`config.mk`:
```
export PLATFORM = sky130hd
export DESIGN_NAME = pipeline_hazard_ctrl
export DESIGN_NICKNAME = d
export VERILOG_FILES = /design/src/rtl/pipeline_hazard_ctrl.sv
export SDC_FILE = /design/constraint.sdc
export NUM_CORES = 1
export LEC_CHECK = 0
export ABC_AREA = 1
export BUFFER_PORTS_ARGS = -buffer_cell sky130_fd_sc_hd__buf_2
export CAP_MARGIN = 20
export CORE_MARGIN = 5
export CORE_UTILIZATION = 24
export CTS_CLUSTER_SIZE = 40
export DETAILED_ROUTE_END_ITERATION = 16
export PLACE_DENSITY = 0.53
export RECOVER_POWER = 50
export SETUP_SLACK_MARGIN = 0.05
export SLEW_MARGIN = 20
export SYNTH_ARGS = -nofsm -noshare
export SYNTH_HDL_FRONTEND = slang
export SYNTH_SLANG_ARGS = --single-unit
```
`constraint.sdc`:
```
create_clock -name clk -period 4 [get_ports clk]
set_clock_uncertainty 0.15 [all_clocks]
set_input_delay 0.4 -clock clk [delete_from_list [all_inputs] [get_ports clk]]
set_output_delay 0.4 -clock clk [all_outputs]
set_load 0.01 [all_outputs]
```
`src/rtl/pipeline_hazard_ctrl.sv`:
```
// pipeline_hazard_ctrl
// Hazard and sequencing controller for the five-stage PPU pipeline
// (IF, ID, EX, MEM, WB). It produces the load enables, the NOP injection
// select, the IF/ID clear and the operand-forwarding selects. It also
// records its last action in a small state register guarded by a freeze
// watchdog.
//
// Optional feature macro: HAZARD_STATS_EN
//   defined   -> saturating STALL / FLUSH / FREEZE cycle counters are built
//   undefined -> the counter ports are tied to zero and no counter flops exist
module pipeline_hazard_ctrl #(
    parameter int TIMEOUT = 255,
    parameter int CNT_W   = 16
) (
    input  logic             clk,
    input  logic             reset,
    input  logic [4:0]       id_rs,
    input  logic [4:0]       id_rt,
    input  logic             id_use_rs,
    input  logic             id_use_rt,
    input  logic [4:0]       ex_rd,
    input  logic [4:0]       mem_rd,
    input  logic [4:0]       wb_rd,
    input  logic             ex_rf_en,
    input  logic             mem_rf_en,
    input  logic             wb_rf_en,
    input  logic             ex_load,
    input  logic             branch_taken,
    input  logic             mem_busy,
    output logic             pc_ld,
    output logic             npc_ld,
    output logic             ifid_ld,
    output logic             idex_ld,
    output logic             pipe_ld,
    output logic             ifid_clr,
    output logic             cu_mux_s,
    output logic [1:0]       fwd_a,
    output logic [1:0]       fwd_b,
    output logic [1:0]       state,
    output logic             hang_err,
    output logic [CNT_W-1:0] stall_cycles,
    output logic [CNT_W-1:0] flush_count,
    output logic [CNT_W-1:0] freeze_cycles
);

    typedef enum logic [1:0] {
        ST_RUN    = 2'b00,
        ST_STALL  = 2'b01,
        ST_FLUSH  = 2'b10,
        ST_FREEZE = 2'b11
    } state_t;

    // Wide enough to hold TIMEOUT itself, since the freeze count saturates there.
    localparam int FRZ_W = (TIMEOUT < 2) ? 1 : $clog2(TIMEOUT + 1);
    localparam logic [FRZ_W-1:0] FRZ_MAX = FRZ_W'(TIMEOUT);

    state_t           state_q, state_d;
    state_t           action;
    logic [FRZ_W-1:0] frz_cnt_q, frz_cnt_d;
    logic             hang_err_q, hang_err_d;
    logic             lu_raw;
    logic             lu;
    logic [1:0]       fwd_a_raw;
    logic [1:0]       fwd_b_raw;

    // Saturating increment of the freeze watchdog count.
    function automatic logic [FRZ_W-1:0] frz_sat_inc(input logic [FRZ_W-1:0] v);
        if (v == FRZ_MAX) begin
            return v;
        end
        return v + FRZ_W'(1);
    endfunction

    // Forwarding source for one operand: the youngest producer wins, a load
    // still in EX has no data yet, and register 0 is never forwarded.
    function automatic logic [1:0] fwd_sel(
        input logic [4:0] src,
        input logic       use_src,
        input logic [4:0] e_rd,
        input logic       e_en,
        input logic       e_load,
        input logic [4:0] m_rd,
        input logic       m_en,
        input logic [4:0] w_rd,
        input logic       w_en
    );
        if (!use_src || src == 5'd0) begin
            return 2'b00;
        end
        if (e_en && e_rd == src && !e_load) begin
            return 2'b01;
        end
        if (m_en && m_rd == src) begin
            return 2'b10;
        end
        if (w_en && w_rd == src) begin
            return 2'b11;
        end
        return 2'b00;
    endfunction

    // Hazard detection and action selection for the current cycle.
    always_comb begin
        lu_raw = 1'b0;
        lu     = 1'b0;
        action = ST_RUN;
        if (ex_load && ex_rf_en && ex_rd != 5'd0) begin
            lu_raw = (id_use_rs && ex_rd == id_rs) || (id_use_rt && ex_rd == id_rt);
        end
        // After a STALL the bubble is already in EX, so a second bubble is never needed.
        lu = lu_raw && (state_q != ST_STALL);
        if (mem_busy) begin
            action = ST_FREEZE;
        end else if (lu) begin
            action = ST_STALL;
        end else if (branch_taken) begin
            action = ST_FLUSH;
        end else begin
            action = ST_RUN;
        end
    end

    // Operand-forwarding selects, independent of the chosen action.
    always_comb begin
        fwd_a_raw = fwd_sel(id_rs, id_use_rs, ex_rd, ex_rf_en, ex_load,
                            mem_rd, mem_rf_en, wb_rd, wb_rf_en);
        fwd_b_raw = fwd_sel(id_rt, id_use_rt, ex_rd, ex_rf_en, ex_load,
                            mem_rd, mem_rf_en, wb_rd, wb_rf_en);
    end

    // Pipeline control outputs; reset forces NOPs to flow through every stage.
    always_comb begin
        pc_ld    = 1'b1;
        npc_ld   = 1'b1;
        ifid_ld  = 1'b1;
        idex_ld  = 1'b1;
        pipe_ld  = 1'b1;
        ifid_clr = 1'b0;
        cu_mux_s = 1'b0;
        fwd_a    = fwd_a_raw;
        fwd_b    = fwd_b_raw;
        if (reset) begin
            ifid_clr = 1'b1;
            cu_mux_s = 1'b1;
            fwd_a    = 2'b00;
            fwd_b    = 2'b00;
        end else begin
            case (action)
                ST_STALL: begin
                    pc_ld    = 1'b0;
                    npc_ld   = 1'b0;
                    ifid_ld  = 1'b0;
                    cu_mux_s = 1'b1;
                end
                ST_FLUSH: begin
                    ifid_clr = 1'b1;
                end
                ST_FREEZE: begin
                    pc_ld   = 1'b0;
                    npc_ld  = 1'b0;
                    ifid_ld = 1'b0;
                    idex_ld = 1'b0;
                    pipe_ld = 1'b0;
                end
                default: begin
                end
            endcase
        end
    end

    // Next state, watchdog count and sticky hang flag.
    always_comb begin
        state_d    = action;
        frz_cnt_d  = '0;
        hang_err_d = hang_err_q;
        if (action == ST_FREEZE) begin
            frz_cnt_d = frz_sat_inc(frz_cnt_q);
        end
        if (frz_cnt_d == FRZ_MAX) begin
            hang_err_d = 1'b1;
        end
    end

    // State, watchdog and hang registers with synchronous reset.
    always_ff @(posedge clk) begin
        if (reset) begin
            state_q    <= ST_RUN;
            frz_cnt_q  <= '0;
            hang_err_q <= 1'b0;
        end else begin
            state_q    <= state_d;
            frz_cnt_q  <= frz_cnt_d;
            hang_err_q <= hang_err_d;
        end
    end

    assign state    = state_q;
    assign hang_err = hang_err_q;

`ifdef HAZARD_STATS_EN
    localparam logic [CNT_W-1:0] CNT_MAX = '1;

    logic [CNT_W-1:0] stall_cycles_q, stall_cycles_d;
    logic [CNT_W-1:0] flush_count_q, flush_count_d;
    logic [CNT_W-1:0] freeze_cycles_q, freeze_cycles_d;

    // Saturating increment of a statistics counter.
    function automatic logic [CNT_W-1:0] cnt_sat_inc(input logic [CNT_W-1:0] v);
        if (v == CNT_MAX) begin
            return v;
        end
        return v + CNT_W'(1);
    endfunction

    // Count one event per cycle of the matching action.
    always_comb begin
        stall_cycles_d  = stall_cycles_q;
        flush_count_d   = flush_count_q;
        freeze_cycles_d = freeze_cycles_q;
        case (action)
            ST_STALL:  stall_cycles_d  = cnt_sat_inc(stall_cycles_q);
            ST_FLUSH:  flush_count_d   = cnt_sat_inc(flush_count_q);
            ST_FREEZE: freeze_cycles_d = cnt_sat_inc(freeze_cycles_q);
            default: begin
            end
        endcase
    end

    // Statistics counter registers with synchronous reset.
    always_ff @(posedge clk) begin
        if (reset) begin
            stall_cycles_q  <= '0;
            flush_count_q   <= '0;
            freeze_cycles_q <= '0;
        end else begin
            stall_cycles_q  <= stall_cycles_d;
            flush_count_q   <= flush_count_d;
            freeze_cycles_q <= freeze_cycles_d;
        end
    end

    assign stall_cycles  = stall_cycles_q;
    assign flush_count   = flush_count_q;
    assign freeze_cycles = freeze_cycles_q;
`else
    assign stall_cycles  = '0;
    assign flush_count   = '0;
    assign freeze_cycles = '0;
`endif

endmodule

```
; ---- Word level (Yosys, flattened, before mapping)
; Index checks and enable logic that the tools add are counted.
[totals]
reg_bits = 11
[op_classes]
eq_ne = 12
mux = 55
n_reduce_logical = 23
n_addsub = 1
[ops]
columns = op, count
row1 = $mux 2, 21
row2 = $mux 1, 31
row3 = $eq 5x5->1, 6
row4 = $mux 8, 3
row5 = $eq 8x8->1 const B, 2
row6 = $logic_and 1x1->1, 13
row7 = $logic_not 5->1, 2
row8 = $add 8x1->8 const B, 1
row9 = $reduce_bool 5->1, 1
row10 = $eq 2x2->1 const B, 2
row11 = $logic_not 1->1, 3
row12 = $logic_or 1x1->1, 3
row13 = $eq 2x1->1 const B, 1
row14 = $ne 2x1->1 const B, 1
row15 = $reduce_or 2->1, 1

; ---- Logic depth before layout (Yosys ltp)
; Gate-level depths: netlist (run 1).
[depth]
word_depth = 15
depth_mapped = 10
depth_no_buf = 10

; ---- Worst setup path before layout (run 1)
; OpenSTA, ideal clock, no wires.
[synth_path]
kind = input-to-output
startpoint = in id_rt[0]
endpoint = out npc_ld
slack_ps = 2236
path_buffers = 1
cell_stages = 10
arrival_ps = 1214
cell_sequence = inv_1 > nand2_1 > nand2_1 > nor2_1 > nand4_1 > nand2_1 > nand3b_1 > nand2_1 > inv_1 > buf_4
[synth_via]
elab_chain_cells = 11
elab_cells_between_ends = 12
classes_between = 3 x eq/ne / 5 x mux / 4 x reduce/logical
[synth_lines]
columns = element, line_no
row1 = start: declaration, 18  ; input logic [4:0] id_rt,
row2 = $eq 5x5->1 (*), 108  ; lu_raw = (id_use_rs && ex_rd == id_rs) || (id_use_rt && ex_rd == id_rt);
row3 = $logic_and 1x1->1 (*), 108
row4 = $logic_or 1x1->1 (*), 108
row5 = $mux 1 (*), 107  ; if (ex_load && ex_rf_en && ex_rd != 5'd0) begin
row6 = $logic_and 1x1->1 (*), 111  ; lu = lu_raw && (state_q != ST_STALL);
row7 = $mux 2 (*), 114  ; end else if (lu) begin
row8 = $mux 2 (*), 112  ; if (mem_busy) begin
row9 = $eq 2x2->1 / $eq 2x1->1 (equally long branches), --
row10 = $reduce_or 2->1 (no line) (*), --
row11 = $mux 1 (*) (2 in a row), --
row12 = end: declaration, 31  ; output logic npc_ld,
; Mark *: on every way between the ends. The rest lies on a longest branch, timed or not.

; ---- Worst setup path after layout (run 1)
[layout_path]
startpoint = in id_rt[0]
endpoint = out ifid_ld
[layout_via]
elab_chain_cells = 11
elab_cells_between_ends = 12
classes_between = 3 x eq/ne / 5 x mux / 4 x reduce/logical
[layout_lines]
columns = element, line_no
row1 = $eq 5x5->1 (*), 108
row2 = $logic_and 1x1->1 (*), 108
row3 = $logic_or 1x1->1 (*), 108
row4 = $mux 1 (*), 107
row5 = $logic_and 1x1->1 (*), 111
row6 = $mux 2 (*), 114
row7 = $mux 2 (*), 112
row8 = $eq 2x2->1 / $eq 2x1->1 (equally long branches), 148  ; case (action)
row9 = $reduce_or 2->1 (no line) (*), --
row10 = $mux 1 (*), 148
row11 = $mux 1 (*), 142  ; if (reset) begin
row12 = end: declaration, 32  ; output logic ifid_ld,
; Marks and branches as above.

==> results of run 1 <==
==> cells in the final DEF (no fill, tap or decap), types with 3 or more instances in the layout <==
master | synthesis | layout
sky130_fd_sc_hd__dfxtp_1 | 11 | 11
sky130_fd_sc_hd__clkbuf_1 | 1 | 5
sky130_fd_sc_hd__o21ai_0 | 3 | 3
sky130_fd_sc_hd__xnor2_1 | 7 | 7
sky130_fd_sc_hd__o22ai_1 | 4 | 4
sky130_fd_sc_hd__o2111ai_1 | 4 | 4
sky130_fd_sc_hd__inv_2 | 4 | 4
sky130_fd_sc_hd__nand4_1 | 3 | 3
sky130_fd_sc_hd__nand2_1 | 56 | 57
sky130_fd_sc_hd__nor2_1 | 28 | 29
sky130_fd_sc_hd__nand3_1 | 18 | 18
sky130_fd_sc_hd__clkbuf_8 | 0 | 3
sky130_fd_sc_hd__conb_1 | 1 | 48
sky130_fd_sc_hd__a21oi_1 | 11 | 11
sky130_fd_sc_hd__inv_1 | 27 | 27
sky130_fd_sc_hd__xor2_1 | 5 | 5
sky130_fd_sc_hd__buf_2 | 0 | 44
sky130_fd_sc_hd__nor3_1 | 6 | 6
==> worst paths after layout <==
| path | from | slack (ns) | to |
|---|---|---|---|
| setup / recovery | id_rt[0] | 1.93 | ifid_ld |
| hold / removal | branch_taken | 0.26 | state[1]$_SDFF_PP0_ |
| setup reg to reg | frz_cnt_q[1]$_SDFF_PP0_ | 2.10 | hang_err$_SDFFE_PP0N_ |
| hold reg to reg | hang_err$_SDFFE_PP0N_ | 0.31 | hang_err$_SDFFE_PP0N_ |
==> through the flow <==
stage / power, mW / instances / utilization / hold WS, ns / area, µm²
global route: 0.364 / 381 / 0.269 / 0.289 / 1720
global placement: 0.228 / 377 / 0.266 / 0.297 / 1700
CTS: 0.340 / 381 / 0.273 / 0.252 / 1740
detailed placement: 0.228 / 377 / 0.266 / 0.302 / 1700
finish: 0.335 / 381 / 0.269 / 0.256 / 1720
floorplan: 0.223 / 305 / - / 0.334 / 1760
==> final cells by class <==
class	count	area, µm²
Tap cell	77	96.3
Clock buffer	4	45.0
Timing Repair Buffer	48	235
Inverter	31	116
Sequential cell	11	220
Multi-Input combinational cell	210	1010
Fill cell	743	4670
==> routing by layer <==
layer	GRT usage	up-vias	routed length (µm)
li1	-	810	-
met1	0.103	664	1610
met2	0.171	52	2030
met3	0.0264	6	325
met4	0.0220	0	63
met5	0	-	0
==> critical path: cells and delay by family <==
kind / cells / cell delay, ns
buffers and inverters: 4 / 0.43
and+or+nand+nor: 7 / 0.69
==> cell usage after synthesis (all sizes together) <==
cell	instances	area share
o2111ai	4	0.022
buf	52	0.25
nor3	6	0.019
o22ai	4	0.016
inv	31	0.074
or2	2	0.0079
a22o	1	0.0055
clkbuf	1	0.0024
conb	1	0.0024
o21ai	4	0.013
o211ai	1	0.0048
xnor2	7	0.039
o21bai	1	0.0048
a21boi	1	0.0048
nand3b	2	0.0095
a21oi	12	0.040
nand4	3	0.012
dfxtp	11	0.14
ha	1	0.0079
xor2	5	0.028
nand3	18	0.057
nand2	59	0.15
nor2	31	0.096
==> sequential cells by signal, summed over array words and instances (netlist names) <==
signal     cells
frz_cnt_q      8
hang_err       1
state          2
==> logic make-up after synthesis <==
kind of cell / after synthesis
compound gates: 28
buf+inv: 84
simple gates: 121
xor+xnor: 12
fa+ha+maj: 1
flops: 11
other cells: 1
==> report_power, final <==
group	internal (mW)	switching [mW]	total, mW
logic	0.0376	0.0746	0.112
registers	0.112	0.00149	0.114
clock network	0.0698	0.0391	0.109
total	0.220	0.115	0.335
==> results.md, run 1 <==
- The die is 91.1 µm wide.
- The via count normalized by instance count is 4.02.
- Power spread over the standard cell area amounts to 195 nW/µm².
- Across the run, the number of max-cap violations was 0.
- Synthesis inferred 11 register bits.
- The sum of negative setup slack is 0 ns.
- The count of yosys warnings during synthesis is 0.
- The data arrival at the endpoint of the critical path is 1.52 ns.
- STA classifies the critical path endpoint as a primary output.
- The slowest stage of the critical path belongs to the cell sky130_fd_sc_hd__nor2_1.
- The length of the first detailed-routing pass in iterations is 4.
- The compound-cell area share of the yosys netlist is 0.111.
- The share of the Yosys chip area taken by registers is 0.139.
- The count of nets after finishing is 341.
- The average detailed-routed wire length per instance is 10.6 µm.
- The number of stages on the worst hold path is 3.
- For the worst-skew pair, the clock arrives at the later sink with an insertion delay of 0.23 ns.
- On the worst path, the slowest cell contributes a delay of 0.15 ns.
- The detail route stage leaves a number of antenna-violating nets equal to 0.
- The number of distinct library cell variants in the gate-level netlist after synthesis is 30.
- The number of input and output port buffers inserted is 48.
- After layout, the worst setup slack is 1.93 ns.
- The path type of the worst setup path is input port to primary output.
- The peak clock frequency supported by timing is 483 MHz.
- The initial antenna violation count is 0.
- The number of hold buffers added after cts is 0.
- The worst endpoint required time is 3.45 ns.
- For this run, design rule violations remaining after detail routing come to 0.
- The post-CTS repair timing setup buffer count is 0.
- Of the total synthesized cell area, the portion taken by full adders, half adders and majority gates is 0.00792.
- The H-tree depth reported by CTS is 1.
- The via count of the first global-routing pass is 1399.
- The cell count after synthesis is 258.
- After synthesis the cells add up to 1580 µm².
- The final count of negative-setup-slack endpoints is 0.
- The initial utilization of the core area, before any placement, comes to 0.247.
- The cell that appears most often on the critical path is sky130_fd_sc_hd__nand2_1.
- The die covers 8300 µm².
- Counting along the longest clock path gives a buffer depth of 2.
- In this run the standard cell core region covers 6390 µm².
- The first-pass GRT wire length is 6560 µm.
- The final hold violation count was 0.
- The detailed-placement wirelength estimate is 3600 µm.
- Of the total synthesized cell area, the portion taken by AND, OR, NAND and NOR gates is 0.349.
- The iteration-0 DRC count of the detailed router is 27.
- Entering global routing, the biggest net connects 13 pins.
- In this run, post-CTS repair resized a total of 0 instances.
- The flow ran to the end, and the final reports show no timing, DRC or antenna violations.
- The routed design could run at a clock period as short as 2.07 ns.
- The total I/O pin count is 97.
- Of the total synthesized cell area, the portion taken by XOR and XNOR cells is 0.0666.
- The antenna diode count is 0.
- The cell row count is 29.
- TritonCTS built the clock tree.
- Compared with the post-synthesis result, the final layout area differs by 8.87%.
- CTS placed an instance of sky130_fd_sc_hd__clkbuf_8 at the clock tree root.
- The post-placement worst setup slack is 1.95 ns.
- In the final layout, the share of cells above drive strength 1 is 0.184.
- The overall track demand over capacity in global routing is 0.0925.
- After global routing the overflow that remains totals 0.
- Walking the worst path, the cells encountered are clkbuf_1 -> inv_1 -> nand2_1 -> nand2_1 -> nor2_1 -> nand4_1 -> nand2_1 -> nand3b_1 -> nand2_1 -> inv_1 -> buf_2.
- The element type at the critical path start is an input port.
- The portion of the clock cycle consumed by the worst path in the final layout is 0.517.
- By area, the combinational part of the netlist is dominated by simple AND/OR/NAND/NOR gates.
- The number of clock sinks seen by CTS is 11.
- The die height is 91.1 µm.
- The number of max-slew violations in the final report is 0.
- In this run the worst path has a maximum fanout of 5.
- The worst register-to-register path has a depth of 9.
- In this run the static leakage power is 0.918 nW.
- IR analysis of the VDD net gives a maximum drop of 231 µV.
- Setup repair after global routing left no endpoint under its margin.
- The synthesized area per cell is 6.12 µm².
- For this block, the via count after detailed routing is 1532.
- The total routed wirelength is 4030 µm.
- The multiplexer fraction of the synthesized cell area is 0.
- The CTS buffer count is 3.
- Routability-driven placement finished with a final weighted congestion of 0.846.
- After clock tree synthesis, the clock-pin slew on the worst setup and hold paths is 0.05 ns.
- The classification of the worst-slack hold path is input port to flop.
Note: power is estimated with default switching activity, not from simulation.
==> inputs of run 2 (changes only) <==
ABC_AREA = 0   (was 1)
PLACE_DENSITY = 0.56   (was 0.53)
clock period = 1.9 ns   (was 4 ns; I/O delays follow)
==> results.md, run 2 <==
- The run finished with clean final reports.
- The cell count after synthesis is 185.
- For met3 alone, demand over resource in global routing was 0.0266.
- The minimum setup slack in the final design is 0.00574 ns.
- Setup repair after global routing could not meet its margin everywhere.
- The overall track demand over capacity in global routing is 0.0944.
- Of the total power, registers draw 0.327.
- Timing would allow up to 528 MHz.
- After clock tree synthesis, the clock-pin slew on the worst setup and hold paths is 0.05 ns.
- The area of the mapped netlist is 1410 µm².
- The number of input and output port buffers inserted is 48.
- The register bit count reported by yosys is 11.
- The share of final-layout standard cells stronger than drive strength 1 is 0.327.
- STA classifies the critical path startpoint as a flop.
- The worst setup path is captured at a flop.
- The internal power summed over all cells is 483 µW.
- The most common cell after layout, fill and taps aside is sky130_fd_sc_hd__conb_1.
- The first-pass GRT wire length is 5780 µm.
- The initial antenna violation count came to 0.
- The top cell type by total area after synthesis is sky130_fd_sc_hd__buf_4.
- The clock drives 11 sinks.
- The average detailed-routed wire length per instance is 11.7 µm.
- The met2 routing resource usage after global routing is 0.164.
- The die covers 7500 µm².
- The commonest register cell after synthesis is sky130_fd_sc_hd__dfxtp_1.
- The path type of the worst setup path is flop to flop.
- The number of distinct library cell variants in the gate-level netlist after synthesis is 37.
- The final count of negative-setup-slack endpoints is 0.
- In the layout the commonest cells are sky130_fd_sc_hd__conb_1 (48), sky130_fd_sc_hd__buf_2 (44), sky130_fd_sc_hd__buf_4 (18).
- Using the TritonRoute via totals, the vias-per-cell ratio works out to 4.09.
- The area growth from synthesis to layout is 26.3%.
- The share of total power dissipated in the clock network is 0.325.
- The synthesized area per cell is 7.61 µm².
- In this run, the number of DRC markers left after iteration 0 of detailed routing was 47.
- The maximum fanout count along the critical path is 4.
- The number of hold buffers added after cts is 0.
- The core utilization of the finished layout is 0.317.
- The total I/O pin count is 97.
- TritonCTS built the clock tree.
- By instance count, the leading cell after synthesis is sky130_fd_sc_hd__buf_4.
- In this run the number of H-tree levels came out at 1.
- The detail route stage leaves a number of antenna-violating nets equal to 0.
- The slowest cell on the critical path is sky130_fd_sc_hd__or4_1.
- The maximum buffer depth of the clock tree is 2.
- The via count of the first global-routing pass is 1236.
- The leakage power is 0.810 nW.
- The number of flip-flops in the largest register is 8.
- The post-placement worst setup slack is -0.0564 ns.
- The die is 86.6 µm wide.
- The tightest min-delay check is of the input port to flop type.
- Data on the critical path is required at its endpoint by 1.93 ns.
- The number of maximum-capacitance violations is 0.
- In this run, synthesis inferred 0 flip-flops with an integrated enable.
- Dividing the final minimum period by the clock period gives 0.997.
- The number of vias after detailed routing is 1321.
- The critical path goes through ha_4 -> buf_4 -> nand4_1 -> nor3_1 -> or3_1 -> or4_1 -> o21ai_1.
- The combinational fraction of design power is 0.348.
- The share of synthesized area in the top cell type comes to 0.277.
- Data arrives at the worst endpoint at 1.92 ns.
- Ranked by total cell area, the synthesized netlist is headed by sky130_fd_sc_hd__buf_4 (28%), sky130_fd_sc_hd__dfxtp_1 (16%), sky130_fd_sc_hd__xor2_1 (11%).
- For this run, asynchronously set or reset flops after synthesis account for 0.
- The cell family contributing the most delay on the critical path is simple AND/OR/NAND/NOR gates.
- The met1 global-route usage is 0.120.
- In this design, the stage delay of the slowest critical-path cell is 0.47 ns.
- The CTS root buffer is sky130_fd_sc_hd__clkbuf_8.
- Routability-driven placement finished with a final weighted congestion of 0.877.
- The busiest layer in global routing is met2.
- For this run, the number of Yosys warnings is 0.
- 0 antenna diodes ended up in the layout.
- The total routed wirelength is 3780 µm.
- After the last flow step, the layout net total stands at 288.
- The number of max-slew violations in the final report is 0.
- The fraction of power spent switching nets is 0.339.
- The commonest cells after synthesis are sky130_fd_sc_hd__buf_4 (52), sky130_fd_sc_hd__xor2_1 (17), sky130_fd_sc_hd__nor2_1 (15), sky130_fd_sc_hd__xnor2_1 (14), sky130_fd_sc_hd__dfxtp_1 (11).
- The placed instance area is 1670 µm².
- The cell row count is 27.
- IR analysis of the VDD net gives a maximum drop of 276 µV.
- The total overflow left after global routing is 0.
- For this design the ratio of total power to cell area is 411 nW/µm².
- The first TritonRoute pass finished after 4 iterations.
- The maximum number of pins on one net before global-route repair is 10.
- The largest register by flop count is frz_cnt_q.
- The source-to-sink clock delay at the later pin of the worst-skew pair is 0.24 ns.
- Summed over all nets, the switching power comes to 247 µW.
- The floorplan step defined a core boundary enclosing 5610 µm².
- In this run, CTS created clock tree buffers numbering 3.
- The post-route cell area is 1780 µm².
- Of the synthesized area, sequential elements account for 0.156.
- For this configuration, the core starts out at a cell density of 0.251.
- Overall power consumption after layout is estimated at 730 µW.
- The worst path in the final design needs a cycle of 1.89 ns, including I/O delays and setup.
- Once detailed placement completed, the half-perimeter wirelength came to 3260 µm.
- From bottom edge to top edge, the die measures 86.6 µm.
- The final hold violation count is 0.
- Counting both buffers and inverters, the worst setup path holds a total of 1.
- The number of remaining DRC errors is 0.
run 2: cell count changes after synthesis, sizes merged, moves of 5 or more:
cell,delta
nand2,-53
nor2,-16
a21oi,-5
xor2,+12
xnor2,+7
nand3,-10
inv,-28
run 2: power groups by stage:
| stage | clock, mW | sequential, mW | combinational, mW |
|---|---|---|---|
| 4_1_cts | 0.246 | 0.239 | 0.242 |
| 2_1_floorplan | 0 | 0.245 | 0.213 |
| 5_1_grt | 0.265 | 0.239 | 0.280 |
| 3_3_place_gp | 0 | 0.243 | 0.237 |
| 6_report | 0.238 | 0.239 | 0.254 |
| 3_5_place_dp | 0 | 0.243 | 0.239 |
run 2: stage by stage:
| stage | instances | hold slack, ns | TNS [ns] |
|---|---|---|---|
| floorplan | 232 | 0.175 | 0 |
| finish | 323 | 0.0960 | 0 |
| detailed placement | 315 | 0.305 | -0.0571 |
| global route | 323 | 0.120 | -0.306 |
| CTS | 321 | 0.0884 | 0 |
| global placement | 315 | 0.313 | -0.0266 |
run 2: worst paths after layout:
path                           startpoint                    end  slack, ns  cells past startpoint
setup / recovery  frz_cnt_q[0]$_SDFF_PP0_  hang_err$_SDFFE_PP0N_      0.006                      7
setup reg to reg  frz_cnt_q[0]$_SDFF_PP0_  hang_err$_SDFFE_PP0N_      0.006                      7
hold reg to reg     hang_err$_SDFFE_PP0N_  hang_err$_SDFFE_PP0N_       0.31                      2
hold / removal               branch_taken    state[1]$_SDFF_PP0_        0.1                      3
run 2: repair_timing:
action                                  in CTS  in global routing
resized for setup                            3                  8
endpoints found under the setup margin       6                  8
pin swaps                                    3                  3
buffers inserted                             2                  2
run 2: worst reg2reg max path, delay by kind of cell (launching register included):
kind                       cells  cell delay, ns
buffers and inverters          1            0.13
AOI/OAI and AO/OA              1            0.08
and+or+nand+nor                4            0.94
adders and majority gates      1            0.18
DFF                            1            0.35
run 2: logic make-up after synthesis:
family / share of synthesized area
adders and majority gates: 0.00889
muxes: 0.0142
buffers and inverters: 0.296
AOI/OAI and AO/OA: 0.0924
other: 0.00266
and+or+nand+nor: 0.236
DFF: 0.156
xor gates and xnor gates: 0.193
run 2: layout make-up:
class                   count  area [µm²]
repair buffers             69         382
inverters                   3        11.3
multi-input cells         164        1020
clock buffers               4        45.0
flip-flops and latches     11         229
fillers                   633        3830
well taps                  72        90.1
run 2: routing by layer:
| layer | part of all wire | vias up | wire length [µm] |
|---|---|---|---|
| li1 | - | 666 | - |
| met1 | 0.42 | 607 | 1570 |
| met2 | 0.51 | 48 | 1920 |
| met3 | 0.077 | 0 | 290 |
| met4 | 0 | 0 | 0 |
| met5 | 0 | - | 0 |
